--- src/rtl/pcpu_mem_arbiter_if.sv ---
// pcpu_mem_arbiter_if: CPU fetch/data requester and unified-memory signals seen by the arbiter.
interface pcpu_mem_arbiter_if;
    logic        if_req;
    logic [31:0] if_addr;
    logic        if_ready;
    logic [31:0] if_rdata;
    logic        d_req;
    logic        d_we;
    logic [31:0] d_addr;
    logic [31:0] d_wdata;
    logic [2:0]  d_ctrl;
    logic        d_ready;
    logic [31:0] d_rdata;
    logic        m_req;
    logic        m_we;
    logic [31:0] m_addr;
    logic [31:0] m_wdata;
    logic [2:0]  m_ctrl;
    logic        m_ack;
    logic [31:0] m_rdata;
    logic        err;
    modport master (
        output if_req, if_addr, d_req, d_we, d_addr, d_wdata, d_ctrl, m_ack, m_rdata,
        input  if_ready, if_rdata, d_ready, d_rdata, m_req, m_we, m_addr, m_wdata, m_ctrl, err
    );
    modport slave (
        input  if_req, if_addr, d_req, d_we, d_addr, d_wdata, d_ctrl, m_ack, m_rdata,
        output if_ready, if_rdata, d_ready, d_rdata, m_req, m_we, m_addr, m_wdata, m_ctrl, err
    );
endinterface

--- src/rtl/pcpu_mem_arbiter.sv ---
// pcpu_mem_arbiter: round-robin IF/data arbiter for one variable-latency memory port with watchdog.
module pcpu_mem_arbiter #(
    parameter int TIMEOUT = 16,
    parameter int CNT_W   = 5
) (
    input logic               clk,
    input logic               reset,
    pcpu_mem_arbiter_if.slave bus
);
    localparam logic [1:0] IDLE = 2'd0, BUSY = 2'd1, DONE = 2'd2;
    localparam logic [CNT_W-1:0] LIM = CNT_W'(TIMEOUT == 0 ? 0 : TIMEOUT - 1);
    logic [1:0]       state_q, state_d;
    logic             m_req_q, m_req_d, m_we_q, m_we_d;
    logic [31:0]      m_addr_q, m_addr_d, m_wdata_q, m_wdata_d;
    logic [2:0]       m_ctrl_q, m_ctrl_d;
    logic             if_ready_q, if_ready_d, d_ready_q, d_ready_d, err_q, err_d;
    logic [31:0]      if_rdata_q, if_rdata_d, d_rdata_q, d_rdata_d;
    logic             owner_q, owner_d, last_q, last_d;
    logic [CNT_W-1:0] cnt_q, cnt_d;
    logic             gnt, tmo;
    // Data wins a tie unless it owned the previous grant (owner/last: 1 = data).
    assign gnt = bus.d_req & (~bus.if_req | ~last_q);
    assign tmo = (TIMEOUT != 0) && (cnt_q == LIM);
    always_comb begin
        state_d    = state_q;
        m_req_d    = m_req_q;
        m_we_d     = m_we_q;
        m_addr_d   = m_addr_q;
        m_wdata_d  = m_wdata_q;
        m_ctrl_d   = m_ctrl_q;
        if_ready_d = 1'b0;
        d_ready_d  = 1'b0;
        err_d      = 1'b0;
        if_rdata_d = if_rdata_q;
        d_rdata_d  = d_rdata_q;
        owner_d    = owner_q;
        last_d     = last_q;
        cnt_d      = cnt_q;
        if (state_q == IDLE) begin
            if (bus.if_req | bus.d_req) begin
                state_d   = BUSY;
                m_req_d   = 1'b1;
                m_we_d    = gnt & bus.d_we;
                m_addr_d  = gnt ? bus.d_addr : bus.if_addr;
                m_wdata_d = gnt ? bus.d_wdata : 32'd0;
                m_ctrl_d  = gnt ? bus.d_ctrl : 3'b000;
                owner_d   = gnt;
                last_d    = gnt;
                cnt_d     = '0;
            end
        end else if (state_q == BUSY) begin
            if (bus.m_ack | tmo) begin
                state_d    = DONE;
                m_req_d    = 1'b0;
                m_we_d     = 1'b0;
                err_d      = ~bus.m_ack;
                if_ready_d = ~owner_q;
                d_ready_d  = owner_q;
                if_rdata_d = owner_q ? if_rdata_q : (bus.m_ack ? bus.m_rdata : 32'd0);
                d_rdata_d  = ~owner_q ? d_rdata_q :
                             ~bus.m_ack ? 32'd0 : (m_we_q ? d_rdata_q : bus.m_rdata);
            end else begin
                cnt_d = (cnt_q == '1) ? cnt_q : cnt_q + 1'b1;
            end
        end else begin
            state_d = IDLE;
        end
    end
    always_ff @(posedge clk or posedge reset) begin
        if (reset) begin
            state_q    <= IDLE;
            m_req_q    <= 1'b0;
            m_we_q     <= 1'b0;
            m_addr_q   <= '0;
            m_wdata_q  <= '0;
            m_ctrl_q   <= '0;
            if_ready_q <= 1'b0;
            d_ready_q  <= 1'b0;
            err_q      <= 1'b0;
            if_rdata_q <= '0;
            d_rdata_q  <= '0;
            owner_q    <= 1'b0;
            last_q     <= 1'b0;
            cnt_q      <= '0;
        end else begin
            state_q    <= state_d;
            m_req_q    <= m_req_d;
            m_we_q     <= m_we_d;
            m_addr_q   <= m_addr_d;
            m_wdata_q  <= m_wdata_d;
            m_ctrl_q   <= m_ctrl_d;
            if_ready_q <= if_ready_d;
            d_ready_q  <= d_ready_d;
            err_q      <= err_d;
            if_rdata_q <= if_rdata_d;
            d_rdata_q  <= d_rdata_d;
            owner_q    <= owner_d;
            last_q     <= last_d;
            cnt_q      <= cnt_d;
        end
    end
    assign bus.m_req    = m_req_q;
    assign bus.m_we     = m_we_q;
    assign bus.m_addr   = m_addr_q;
    assign bus.m_wdata  = m_wdata_q;
    assign bus.m_ctrl   = m_ctrl_q;
    assign bus.if_ready = if_ready_q;
    assign bus.d_ready  = d_ready_q;
    assign bus.err      = err_q;
    assign bus.if_rdata = if_rdata_q;
    assign bus.d_rdata  = d_rdata_q;
endmodule

--- src/flat_wrapper.sv ---
// flat-port wrapper written by rule: the top's interface ports become plain ports
module pcpu_mem_arbiter_flat 
#(
    parameter int TIMEOUT = 16,
    parameter int CNT_W   = 5
)
  (clk, reset, bus_if_req, bus_if_addr, bus_d_req, bus_d_we, bus_d_addr, bus_d_wdata, bus_d_ctrl, bus_m_ack, bus_m_rdata, bus_if_ready, bus_if_rdata, bus_d_ready, bus_d_rdata, bus_m_req, bus_m_we, bus_m_addr, bus_m_wdata, bus_m_ctrl, bus_err);
  pcpu_mem_arbiter_if bus_i ();
  input logic clk;
  input logic reset;
  input wire logic [$bits(bus_i.if_req)-1:0] bus_if_req;
  input wire logic [$bits(bus_i.if_addr)-1:0] bus_if_addr;
  input wire logic [$bits(bus_i.d_req)-1:0] bus_d_req;
  input wire logic [$bits(bus_i.d_we)-1:0] bus_d_we;
  input wire logic [$bits(bus_i.d_addr)-1:0] bus_d_addr;
  input wire logic [$bits(bus_i.d_wdata)-1:0] bus_d_wdata;
  input wire logic [$bits(bus_i.d_ctrl)-1:0] bus_d_ctrl;
  input wire logic [$bits(bus_i.m_ack)-1:0] bus_m_ack;
  input wire logic [$bits(bus_i.m_rdata)-1:0] bus_m_rdata;
  output wire logic [$bits(bus_i.if_ready)-1:0] bus_if_ready;
  output wire logic [$bits(bus_i.if_rdata)-1:0] bus_if_rdata;
  output wire logic [$bits(bus_i.d_ready)-1:0] bus_d_ready;
  output wire logic [$bits(bus_i.d_rdata)-1:0] bus_d_rdata;
  output wire logic [$bits(bus_i.m_req)-1:0] bus_m_req;
  output wire logic [$bits(bus_i.m_we)-1:0] bus_m_we;
  output wire logic [$bits(bus_i.m_addr)-1:0] bus_m_addr;
  output wire logic [$bits(bus_i.m_wdata)-1:0] bus_m_wdata;
  output wire logic [$bits(bus_i.m_ctrl)-1:0] bus_m_ctrl;
  output wire logic [$bits(bus_i.err)-1:0] bus_err;
  assign bus_i.if_req = bus_if_req;
  assign bus_i.if_addr = bus_if_addr;
  assign bus_i.d_req = bus_d_req;
  assign bus_i.d_we = bus_d_we;
  assign bus_i.d_addr = bus_d_addr;
  assign bus_i.d_wdata = bus_d_wdata;
  assign bus_i.d_ctrl = bus_d_ctrl;
  assign bus_i.m_ack = bus_m_ack;
  assign bus_i.m_rdata = bus_m_rdata;
  assign bus_if_ready = bus_i.if_ready;
  assign bus_if_rdata = bus_i.if_rdata;
  assign bus_d_ready = bus_i.d_ready;
  assign bus_d_rdata = bus_i.d_rdata;
  assign bus_m_req = bus_i.m_req;
  assign bus_m_we = bus_i.m_we;
  assign bus_m_addr = bus_i.m_addr;
  assign bus_m_wdata = bus_i.m_wdata;
  assign bus_m_ctrl = bus_i.m_ctrl;
  assign bus_err = bus_i.err;
  pcpu_mem_arbiter #(.TIMEOUT(TIMEOUT), .CNT_W(CNT_W)) u_core (.clk(clk), .reset(reset), .bus(bus_i));
endmodule
--- config.mk ---
export PLATFORM = sky130hd
export DESIGN_NAME = pcpu_mem_arbiter_flat
export DESIGN_NICKNAME = d
export VERILOG_FILES = /design/src/rtl/pcpu_mem_arbiter_if.sv /design/src/rtl/pcpu_mem_arbiter.sv /design/src/flat_wrapper.sv
export SDC_FILE = /design/constraint.sdc
export NUM_CORES = 1
export LEC_CHECK = 0
export CORE_MARGIN = 2
export CORE_UTILIZATION = 38
export CTS_CLUSTER_SIZE = 24
export DETAILED_ROUTE_END_ITERATION = 7
export PLACE_DENSITY_LB_ADDON = 0.25
export SYNTH_ARGS = -nofsm -noshare
export SYNTH_HDL_FRONTEND = slang
export SYNTH_SLANG_ARGS = --single-unit
--- constraint.sdc ---
create_clock -name clk -period 5.1 [get_ports clk]
set_clock_uncertainty 0.2 [all_clocks]
set_input_delay 1.02 -clock clk [delete_from_list [all_inputs] [get_ports clk]]
set_output_delay 1.02 -clock clk [all_outputs]
set_load 0.05 [all_outputs]
==> results of run 1 <==
==> cell families (layout without fill, tap and decap cells) <==
| logic type | count (synthesis) | after routing |
|---|---|---|
| fa+ha+maj | 3 | 3 |
| buf+inv | 29 | 315 |
| flops | 144 | 144 |
| simple gates | 55 | 55 |
| xor+xnor | 1 | 1 |
| compound gates | 48 | 48 |
| mux | 129 | 129 |
==> cell type report <==
cell class / count / area, um^2 / area share (%)
inverters: 4 / 20.02 / 0.2094
well taps: 211 / 264.0 / 2.762
flip-flops and latches: 144 / 3603 / 37.70
clock inverters: 9 / 158.9 / 1.662
multi-input cells: 236 / 2286 / 23.91
clock buffers: 22 / 444.2 / 4.647
repair buffers: 280 / 2783 / 29.11
==> power by group through the flow <==
stage	registers (W)	logic [W]	clock network [W]
2_1_floorplan	0.00388	0.000861	0
3_3_place_gp	0.00201	0.00413	0
3_5_place_dp	0.00203	0.00419	0
4_1_cts	0.00202	0.00420	0.00131
5_1_grt	0.00209	0.00434	0.00137
6_report	0.00202	0.00416	0.00128
==> state kept, by name (all words and copies together) (netlist names), 2 cells and up <==
| signal | cells |
|---|---|
| u_core.bus.d_rdata | 32 |
| u_core.bus.if_rdata | 32 |
| u_core.bus.m_wdata | 32 |
| u_core.state_q | 2 |
| u_core.bus.m_addr | 32 |
| u_core.cnt_q | 5 |
| u_core.bus.m_ctrl | 3 |
==> layout by cell type, fill, tap and decap left out, types with 2 or more instances in the layout <==
| cell | instances |
|---|---|
| mux2_2 | 126 |
| ha_1 | 3 |
| nand2b_1 | 3 |
| a22o_1 | 35 |
| o22ai_1 | 2 |
| clkbuf_1 | 5 |
| mux2_1 | 2 |
| clkinv_4 | 2 |
| clkbuf_16 | 17 |
| clkdlybuf4s50_1 | 272 |
| nor3b_1 | 2 |
| and2_1 | 32 |
| nand2_1 | 2 |
| bufinv_16 | 4 |
| buf_4 | 8 |
| inv_6 | 2 |
| dfrtp_1 | 144 |
| inv_1 | 3 |
| o21ai_0 | 3 |
| nor2_1 | 4 |
==> routing by layer <==
layer  up-vias  wire, um  track usage (%)  share of wire (%)
li1       2022         -                -                  -
met1      2147      6297            22.19                 40
met2       199      7576            31.35                 48
met3        25      1558            8.340                9.9
met4         0       281            6.641                1.8
met5         -         0                0                  0
==> stage by stage <==
| step | area [um^2] | utilization, % | total power [W] | instances | setup slack [ps] |
|---|---|---|---|---|---|
| floorplan | 5995 | - | 0.004743 | 409 | 13.72 |
| global placement | 8956 | 58.48 | 0.006143 | 875 | 1533 |
| detailed placement | 8956 | 58.48 | 0.006218 | 875 | 1450 |
| CTS | 9559 | 62.42 | 0.007535 | 906 | 1892 |
| global route | 9559 | 62.42 | 0.007795 | 906 | 1777 |
| finish | 9559 | 62.42 | 0.007461 | 906 | 1919 |
==> path summary, 6_finish.rpt <==
kind                       slack, ps                endpoint  cells after the start                   from
hold / removal                   290   u_core.bus.d_rdata[7]                      1  u_core.bus.d_rdata[7]
setup reg to reg                2460         u_core.cnt_q[2]                      6        u_core.cnt_q[0]
min in group asynchronous       1040   u_core.bus.d_rdata[1]                      2                  reset
setup / recovery                1920  u_core.bus.m_wdata[29]                      5              bus_d_req
max in group asynchronous       2820         u_core.cnt_q[2]                      3                  reset
hold reg to reg                  290   u_core.bus.d_rdata[7]                      1  u_core.bus.d_rdata[7]
==> run metrics, run 1 <==
pwr/cell area ~800 nW/um^2; Worst path max stage delay around 880 ps; Fmax 314.4 MHz; vias per cell just under 5; Synth warnings 0; post-synthesis mux area share 24.21%; largest family of logic cells by synthesized area multiplexers; FF+latch count, synth 144; Async S/R FF share, synth 100.0%; setup TNS 0 ps; Die Footprint roughly 17,000 um^2; row count between 40 and 50; number of remaining DRC errors 0; Synth Area in Compound Gates 6.721%; area added between synthesis and finish 59.47%; Main synth FF type dfrtp_1; CP max FO 37; clock-pin slew on the worst setup and hold paths approximately 60 ps; sequential group share of total power 27.1%; share of cells above drive strength 1 ~24%; Post-Synth Simple-Gate Area roughly 5.9%; fin nets 823; first-pass GRT wire length 24.41 mm; CTS root buffer clkbuf_16; Cell variety after synth 38; Comb pwr share a little under three fifths; slew margin rel. a little over a quarter; CP Data Arrival Time 3330 ps; Synth top area share 60.11%; Setup Crit Path Kind input pin to flip-flop; number of synthesized flops with an enable pin 0; clock sink total 144; Slew @ Worst Pin 1095 ps; final worst-path cycle share between 60 and 70%; I/O pin total between 200 and 300; CTS Buf Count 17; Synth Area in XOR/XNOR 0.1461%; height of the die 129.6 um; largest net degree at the start of global routing 121; Max H-tree Level 4; Post-Synth Adder-Cell Area less than 1%; die width between 100 and 150 um; Yosys top cell by area dfrtp_1; Max clock buf depth 2; RSZ-0062 raised after global routing no; cts hold-fix bufs 0; Bufs and invs on worst path 2; Clock Latency Late Sink 410 ps; number of port buffers ~270; max_cap viols 0; Pint approximately 0.0041 W; GP Congestion 0.7490; crit path max-delay cell type a21boi_4; Post-Syn Area roughly 6000 um^2; Final setup viols 0; Final Max Tran Viols 0; top cells by count, synth dfrtp_1 (144), mux2_2 (126), a22o_1 (35); switch share around 46%; CORE AREA around 15,000 um^2; cell family with most CP delay compound AO/OA/AOI/OAI gates; Worst setup EP type flip-flop; n_diodes 0; vias in the first global route around 4.7k; count leader, synth dfrtp_1; top cells by area, synth dfrtp_1 (60%), mux2_2 (24%), a22o_1 (5.1%); hpwl dp 11.22 mm; CP required approximately 5300 ps; Post-Route WL 15.71 mm; post-CTS resize count 0; Synthesized Nets approximately 550; worst hold slack slightly below 300 ps; Clock power frac between 10% and 20%; filler cell count about 1.2k; worst-path cell chain clkdlybuf4s50_1, a21boi_4, nor3b_4, buf_4, a22o_1; Leak Pwr 4.072 nW; Mapped Cells about 410; Final Hold Vio Count 0; WL/cell 17.34 um; outcome completed; Starting Density approximately 39%; Iter 0 DRT Violations between 100 and 150; Seq/Total Area, Yosys roughly 60%; CP startpoint kind input pin; gr usage total 19.01%; CTS tree done; HP Class flip-flop to flip-flop; via count between 4k and 5k; grt ovf 0; first drt pass iteration count 4; post-CTS setup buffer count 0; Psw 0.003395 W; VDD IR max roughly 0.46 mV; Detail Route Antenna Nets 0; average size of a mapped cell ~15 um^2; Period minus WS final 3181 ps; antenna violations before repair 0
No activity file was read; power rests on OpenSTA's default activity.
==> inputs of run 2 (changes only) <==
Settings changed: CORE_UTILIZATION 38 to 42.
Clock period 5.1 ns to 3.11 ns, I/O delays scaled along.
==> run 2 against run 1 <==
  * Clock power up 74%
  * Core utilization is 6.6 points higher
  * Clock-buffer cell count is 2 lower
  * Critical path depth up 1
  * First-iteration DRC count is 16% higher
  * Die area is 9.2% lower
  * Non-clock buffer count grew 1
  * Power is 66% higher
  * Worst hold slack about the same
  * Cell count down 3.4%
  * Sequential share of layout area fell by 0.21 points
  * Via count up 0.25%
  * Critical path type is now flip-flop to flip-flop
  * Critical endpoint is now u_core.cnt_q[2]
  * Largest cell class unchanged
==> run metrics, run 2 (synthesized netlist as in run 1, its figures left out) <==
gr usage total 20.41% (was 19.01%); Pint 0.006829 W (was 0.004065 W); worst-path cell chain ha_1, and3_1, ha_1, or4b_1, or2_4, a311o_1 (was clkdlybuf4s50_1, a21boi_4, nor3b_4, buf_4, a22o_1); most frequent cells in the layout clkdlybuf4s50_1 (272), dfrtp_1 (144), mux2_2 (126), a22o_1 (35), and2_1 (32) (unchanged); Worst setup EP type flip-flop (unchanged); fin nets 824 (was 823); WL/cell 17.62 um (was 17.34 um); Reg2Reg Launch Point u_core.cnt_q[0] (unchanged); vias in the first global route 4,663 (was 4,708); outcome completed (unchanged); Post-Route WL 15.42 mm (was 15.71 mm); max_cap viols 0 (unchanged); area added between synthesis and finish 60.34% (was 59.47%); Bufs and invs on worst path 0 (was 2); CP max FO 6 (was 37); Starting Density 43.02% (was 39.14%); most used cell, CP ha_1; slew margin rel. 47.95% (was 26.83%); number of remaining DRC errors 0 (unchanged); Final Core Density 68.98% (was 62.42%); Crit. Startpoint u_core.cnt_q[0] (was bus_d_req); share of cells above drive strength 1 25.18% (was 24.46%); CORE AREA 13,930 um^2 (was 15,310 um^2); n_diodes 0 (unchanged); clock sink total 144 (unchanged); Placed Cells 845 (was 875); filler cell count 1,005 (was 1,181); Max H-tree Level 4 (unchanged); Worst R2R Setup Slack 480 ps (was 2460 ps); final worst-path cycle share roughly 84%; post-CTS resize count 0 (unchanged); Leak Pwr 4.111 nW (was 4.072 nW); CTS root buffer clkbuf_16 (unchanged); via count 4,404 (was 4,393); HP Class flip-flop to flip-flop (unchanged); first drt pass iteration count 6 (was 4); I/O pin total 273 (unchanged); Period minus WS final 2626 ps; VDD IR max 0.7766 mV (was 0.4605 mV); Worst path max stage delay 590 ps (was 880 ps); clock-pin slew on the worst setup and hold paths 50 ps (was 60 ps); cell family with most CP delay simple AND/OR/NAND/NOR gates (was compound AO/OA/AOI/OAI gates); Clock Latency Late Sink 410 ps (about the same); hpwl dp 11.08 mm (was 11.22 mm); Power, Total 0.01240 W (was 0.007461 W); Fmax 380.8 MHz; leading cell type in the layout, fill and taps excluded clkdlybuf4s50_1 (unchanged); Comb pwr share 55.3% (was 55.8%); GP Congestion 0.7894 (was 0.7490); Final Hold Vio Count 0 (unchanged); stages on the worst setup path 6 (was 5); switch share 44.93% (was 45.51%); row count 43 (was 45); first-pass GRT wire length 23.52 mm (was 24.41 mm); die width 123.5 um (was 129.6 um); Setup Crit Path Kind flip-flop to flip-flop (was input pin to flip-flop); Critical R2R Capture u_core.cnt_q[2] (unchanged); Psw 0.005571 W (was 0.003395 W); Max clock buf depth 2 (unchanged); Slew @ Worst Pin 780.7 ps (was 1095 ps); Die Footprint 15,240 um^2 (was 16,800 um^2); FF-to-FF path depth 6 (unchanged); Clock power frac 18.0% (was 17.1%); Final setup viols 0 (unchanged); CTS tree done (unchanged); Iter 0 DRT Violations 171 (was 147); CP endpoint u_core.cnt_q[2] (was u_core.bus.m_wdata[29]); post-CTS setup buffer count 0 (unchanged); number of port buffers 272 (unchanged); largest net degree at the start of global routing 145 (was 121); CP Data Arrival Time 2710 ps (was 3330 ps); CP startpoint kind flip-flop (was input pin); grt ovf 0 (unchanged); crit path max-delay cell type or4b_1 (was a21boi_4); RSZ-0062 raised after global routing no (unchanged); vias per cell 5.033 (was 4.849); Final Max Tran Viols 0 (unchanged); height of the die 123.5 um (was 129.6 um); CTS Buf Count 17 (unchanged); Detail Route Antenna Nets 0 (unchanged); sequential group share of total power 26.8% (was 27.1%); antenna violations before repair 0 (unchanged); cts hold-fix bufs 0 (unchanged); CP required 3200 ps (was 5250 ps); pwr/cell area 1290 nW/um^2 (was 780.5 nW/um^2); non-filler cells, final 875 (was 906); setup TNS 0 ps (unchanged)
==> run 2: per-stage QoR <==
| step | setup WS (ps) | instance area (um^2) | hold slack [ps] |
|---|---|---|---|
| after floorplan | 483.0 | 5998 | 255.1 |
| after global placement | 307.1 | 8961 | 269.9 |
| after detailed placement | 230.1 | 8961 | 273.8 |
| after CTS | 489.5 | 9612 | 295.8 |
| after global routing | 387.9 | 9612 | 309.8 |
| final | 484.1 | 9612 | 288.0 |
==> run 2: layer usage <==
metal | up-vias | track usage, % | wire length, um
li1 | 2019 | - | -
met1 | 2166 | 23.77 | 6000
met2 | 196 | 33.72 | 7656
met3 | 23 | 8.487 | 1475
met4 | 0 | 7.528 | 288
met5 | - | 0 | 0
==> run 2: cell type report <==
| type | instances | area [um^2] | area share (%) |
|---|---|---|---|
| clock buffer | 20 | 466.7 | 4.856 |
| clock inverter | 10 | 183.9 | 1.914 |
| inverter | 4 | 18.77 | 0.1953 |
| multi-input combinational | 236 | 2286 | 23.78 |
| sequential | 144 | 3603 | 37.49 |
| tap | 180 | 225.2 | 2.343 |
| timing repair buffer | 281 | 2828 | 29.42 |
==> run 2: power by group through the flow <==
stage	logic (W)	registers [W]	clock network, W
detailed placement	0.00690	0.00333	0
CTS	0.00691	0.00333	0.00227
finish	0.00685	0.00332	0.00223
global placement	0.00680	0.00329	0
floorplan	0.00141	0.00636	0
global route	0.00713	0.00343	0.00237
==> run 2: worst min-delay path by stage <==
stage / start / end / slack [ps] / cells past startpoint
after detailed placement: u_core.bus.d_rdata[7] / u_core.bus.d_rdata[7] / 270 / 1
after global routing: u_core.bus.d_rdata[10] / u_core.bus.d_rdata[10] / 310 / 1
after global placement: u_core.bus.d_rdata[10] / u_core.bus.d_rdata[10] / 270 / 1
final: u_core.bus.d_rdata[10] / u_core.bus.d_rdata[10] / 290 / 1
after CTS: u_core.bus.d_rdata[10] / u_core.bus.d_rdata[10] / 300 / 1
after floorplan: u_core.state_q[1] / u_core.bus.err / 260 / 1
==> inputs of run 3 (changes only) <==
Settings changed: CORE_UTILIZATION 42 to 38.
Clock period 3.11 ns to 2.1 ns, I/O delays scaled along.
==> run 3 against run 2 <==
  * The run now ends with negative setup slack left
  * Design area rose by 4.1%
  * Setup slack got worse by 650 ps
  * Sequential cell count stayed put
  * Register-to-register slack got worse by 650 ps
  * Global-route usage decreased by 1.2 points
  * Core utilization is 3.7 points lower
  * Critical path depth stayed put
  * Clock-buffer cell count shrank 3
  * Critical path type unchanged
  * Critical endpoint unchanged
  * Largest cell class unchanged
==> run metrics, run 3 (synthesized netlist as in run 1, its figures left out) <==
outcome finished, violations left (was completed); failing checks negative setup slack; number of remaining DRC errors 0 (unchanged); GP Congestion 0.7498 (was 0.7894); Pint 0.009786 W (was 0.006829 W); hpwl dp 11.30 mm (was 11.08 mm); switch share 46.88% (was 44.93%); area added between synthesis and finish 66.85% (was 60.34%); cell family with most CP delay simple AND/OR/NAND/NOR gates (unchanged); grt ovf 0 (unchanged); number of port buffers 272 (unchanged); worst hold slack 289.6 ps (was 288.0 ps); Iter 0 DRT Violations 158 (was 171); die width 129.6 um (was 123.5 um); first-pass GRT wire length 24.83 mm (was 23.52 mm); most frequent cells in the layout dfrtp_1 (144), buf_4 (142), clkdlybuf4s50_1 (136), mux2_4 (64), mux2_2 (64) (was clkdlybuf4s50_1 (272), dfrtp_1 (144), mux2_2 (126), a22o_1 (35), and2_1 (32)); VDD IR max 0.9736 mV (was 0.7766 mV); max_cap viols 0 (unchanged); clock-pin slew on the worst setup and hold paths 60 ps (was 50 ps); CP Data Arrival Time 2350 ps (was 2710 ps); crit path max-delay cell type or4b_4 (was or4b_1); Detail Route Antenna Nets 0 (unchanged); Clock power frac 15.8% (was 18.0%); sequential group share of total power 27.0% (was 26.8%); Starting Density 39.14% (was 43.02%); worst setup margin -163.4 ps (was 484.1 ps); height of the die 129.6 um (was 123.5 um); final worst-path cycle share 107.8% (was 84.43%); Clock Latency Late Sink 410 ps (about the same); Fmax 441.8 MHz (was 380.8 MHz); Leak Pwr 4.659 nW (was 4.111 nW); slew margin rel. 66.83% (was 47.95%); clock sink total 144 (unchanged); antenna violations before repair 0 (unchanged); RSZ-0062 raised after global routing yes (was no); cts hold-fix bufs 0 (unchanged); Die Footprint 16,800 um^2 (was 15,240 um^2); Period minus WS final 2263 ps (was 2626 ps); pwr/cell area 1842 nW/um^2 (was 1290 nW/um^2); HP Class input pin to asynchronous set/reset pin (was flip-flop to flip-flop); CP max FO 4 (was 6); n_diodes 0 (unchanged); Worst R2R Setup Slack -160 ps (was 480 ps); CTS root buffer clkbuf_16 (unchanged); Post-Route WL 16.77 mm (was 15.42 mm); first drt pass iteration count 4 (was 6); Bufs and invs on worst path 0 (unchanged); worst-path cell chain ha_2, and3_4, ha_4, or4b_4, or2_4, a311o_1 (was ha_1, and3_1, ha_1, or4b_1, or2_4, a311o_1); filler cell count 1,132 (was 1,005); leading cell type in the layout, fill and taps excluded dfrtp_1 (was clkdlybuf4s50_1); CTS Buf Count 17 (unchanged); via count 4,561 (was 4,404); Psw 0.008636 W (was 0.005571 W); Slew @ Worst Pin 499.5 ps (was 780.7 ps); row count 45 (was 43); share of cells above drive strength 1 47.26% (was 25.18%); Setup Crit Path Kind flip-flop to flip-flop (unchanged); fin nets 857 (was 824); Max H-tree Level 4 (unchanged); CTS tree done (unchanged); Final setup viols 68 (was 0); final instance area 10,000 um^2 (was 9612 um^2); largest net degree at the start of global routing 83 (was 145); I/O pin total 273 (unchanged); vias in the first global route 4,776 (was 4,663); CP startpoint kind flip-flop (unchanged); CP required 2190 ps (was 3200 ps); Comb pwr share 57.2% (was 55.3%); Final Max Tran Viols 0 (unchanged); gr usage total 19.22% (was 20.41%); CORE AREA 15,310 um^2 (was 13,930 um^2); WL/cell 17.82 um (was 17.62 um); Final Hold Vio Count 0 (unchanged); Worst setup EP type flip-flop (unchanged); Worst path max stage delay 490 ps (was 590 ps); placed cell areas 8926 um^2 (was 8961 um^2); Max clock buf depth 2 (unchanged); vias per cell 4.847 (was 5.033)
-- run 3: cell count changes in the layout (fill, tap and decap cells not counted), sizes merged --
cell,previous run,this run
clkdlybuf4s50,272,136
inv,3,10
buf,9,163
dlygate4sd2,0,13
bufinv,5,1
clkinvlp,3,5
clkbuf,20,19
-- run 3: routing by layer --
metal | track usage [%] | vias to the layer above | share of wire [%]
met3 | 7.143 | 11 | 7.8
met1 | 23.12 | 2251 | 41
met4 | 4.744 | 0 | 0.83
met5 | 0 | - | 0
met2 | 32.80 | 203 | 50
li1 | - | 2096 | -
-- run 3: metrics by stage --
step | std cells | setup TNS, ps | power [W] | utilization (%) | worst slack (ps)
after detailed placement | 893 | -24600 | 0.01493 | 58.28 | -340.6
after global placement | 893 | -20450 | 0.01478 | 58.28 | -307.3
after global routing | 941 | -11530 | 0.01922 | 65.31 | -203.3
after CTS | 939 | -6235 | 0.01809 | 63.64 | -202.1
after floorplan | 409 | -47830 | 0.01163 | - | -325.0
final | 941 | -7473 | 0.01842 | 65.31 | -163.4
-- run 3: final cells by class --
| cell class | count | area [um^2] | share of cell area, % |
|---|---|---|---|
| Multi-Input combinational cell | 236 | 2599 | 25.98 |
| Clock buffer | 17 | 425.4 | 4.253 |
| Tap cell | 211 | 264.0 | 2.639 |
| Sequential cell | 144 | 3603 | 36.03 |
| Timing Repair Buffer | 314 | 2939 | 29.38 |
| Inverter | 4 | 18.77 | 0.1876 |
| Clock inverter | 15 | 152.6 | 1.526 |
-- run 3: final timing paths --
kind                                          from                       to  cells after the start
max                                u_core.cnt_q[0]          u_core.cnt_q[2]                      6
min                                          reset  u_core.bus.if_rdata[15]                      3
max reg2reg                        u_core.cnt_q[0]          u_core.cnt_q[2]                      6
min reg2reg                u_core.bus.if_rdata[19]  u_core.bus.if_rdata[19]                      1
max in group asynchronous                    reset   u_core.bus.if_rdata[4]                      3
min in group clk           u_core.bus.if_rdata[19]  u_core.bus.if_rdata[19]                      1
-- run 3: power groups by stage --
stage          Combinational [W]  Sequential [W]  Clock, W
3_5_place_dp             0.00997         0.00496         0
3_3_place_gp             0.00982         0.00495         0
4_1_cts                   0.0102         0.00494   0.00300
6_report                  0.0105         0.00498   0.00291
5_1_grt                   0.0110         0.00515   0.00312
2_1_floorplan            0.00220         0.00943         0
-- run 3: repair_timing --
item                                   CTS  global route
endpoints found under the hold margin    0             0
pin swaps                                6             4
setup endpoints to repair               82            69
gates resized for setup                 28            68
buffers inserted                        10             3
gates cloned                             4             2
-- run 3: worst register-to-register path: stages, from the launching register on --
cell     delay [ps]
dfrtp_1         390
ha_2            180
and3_4          180
ha_4            160
or4b_4          490
or2_4           270
a311o_1         270
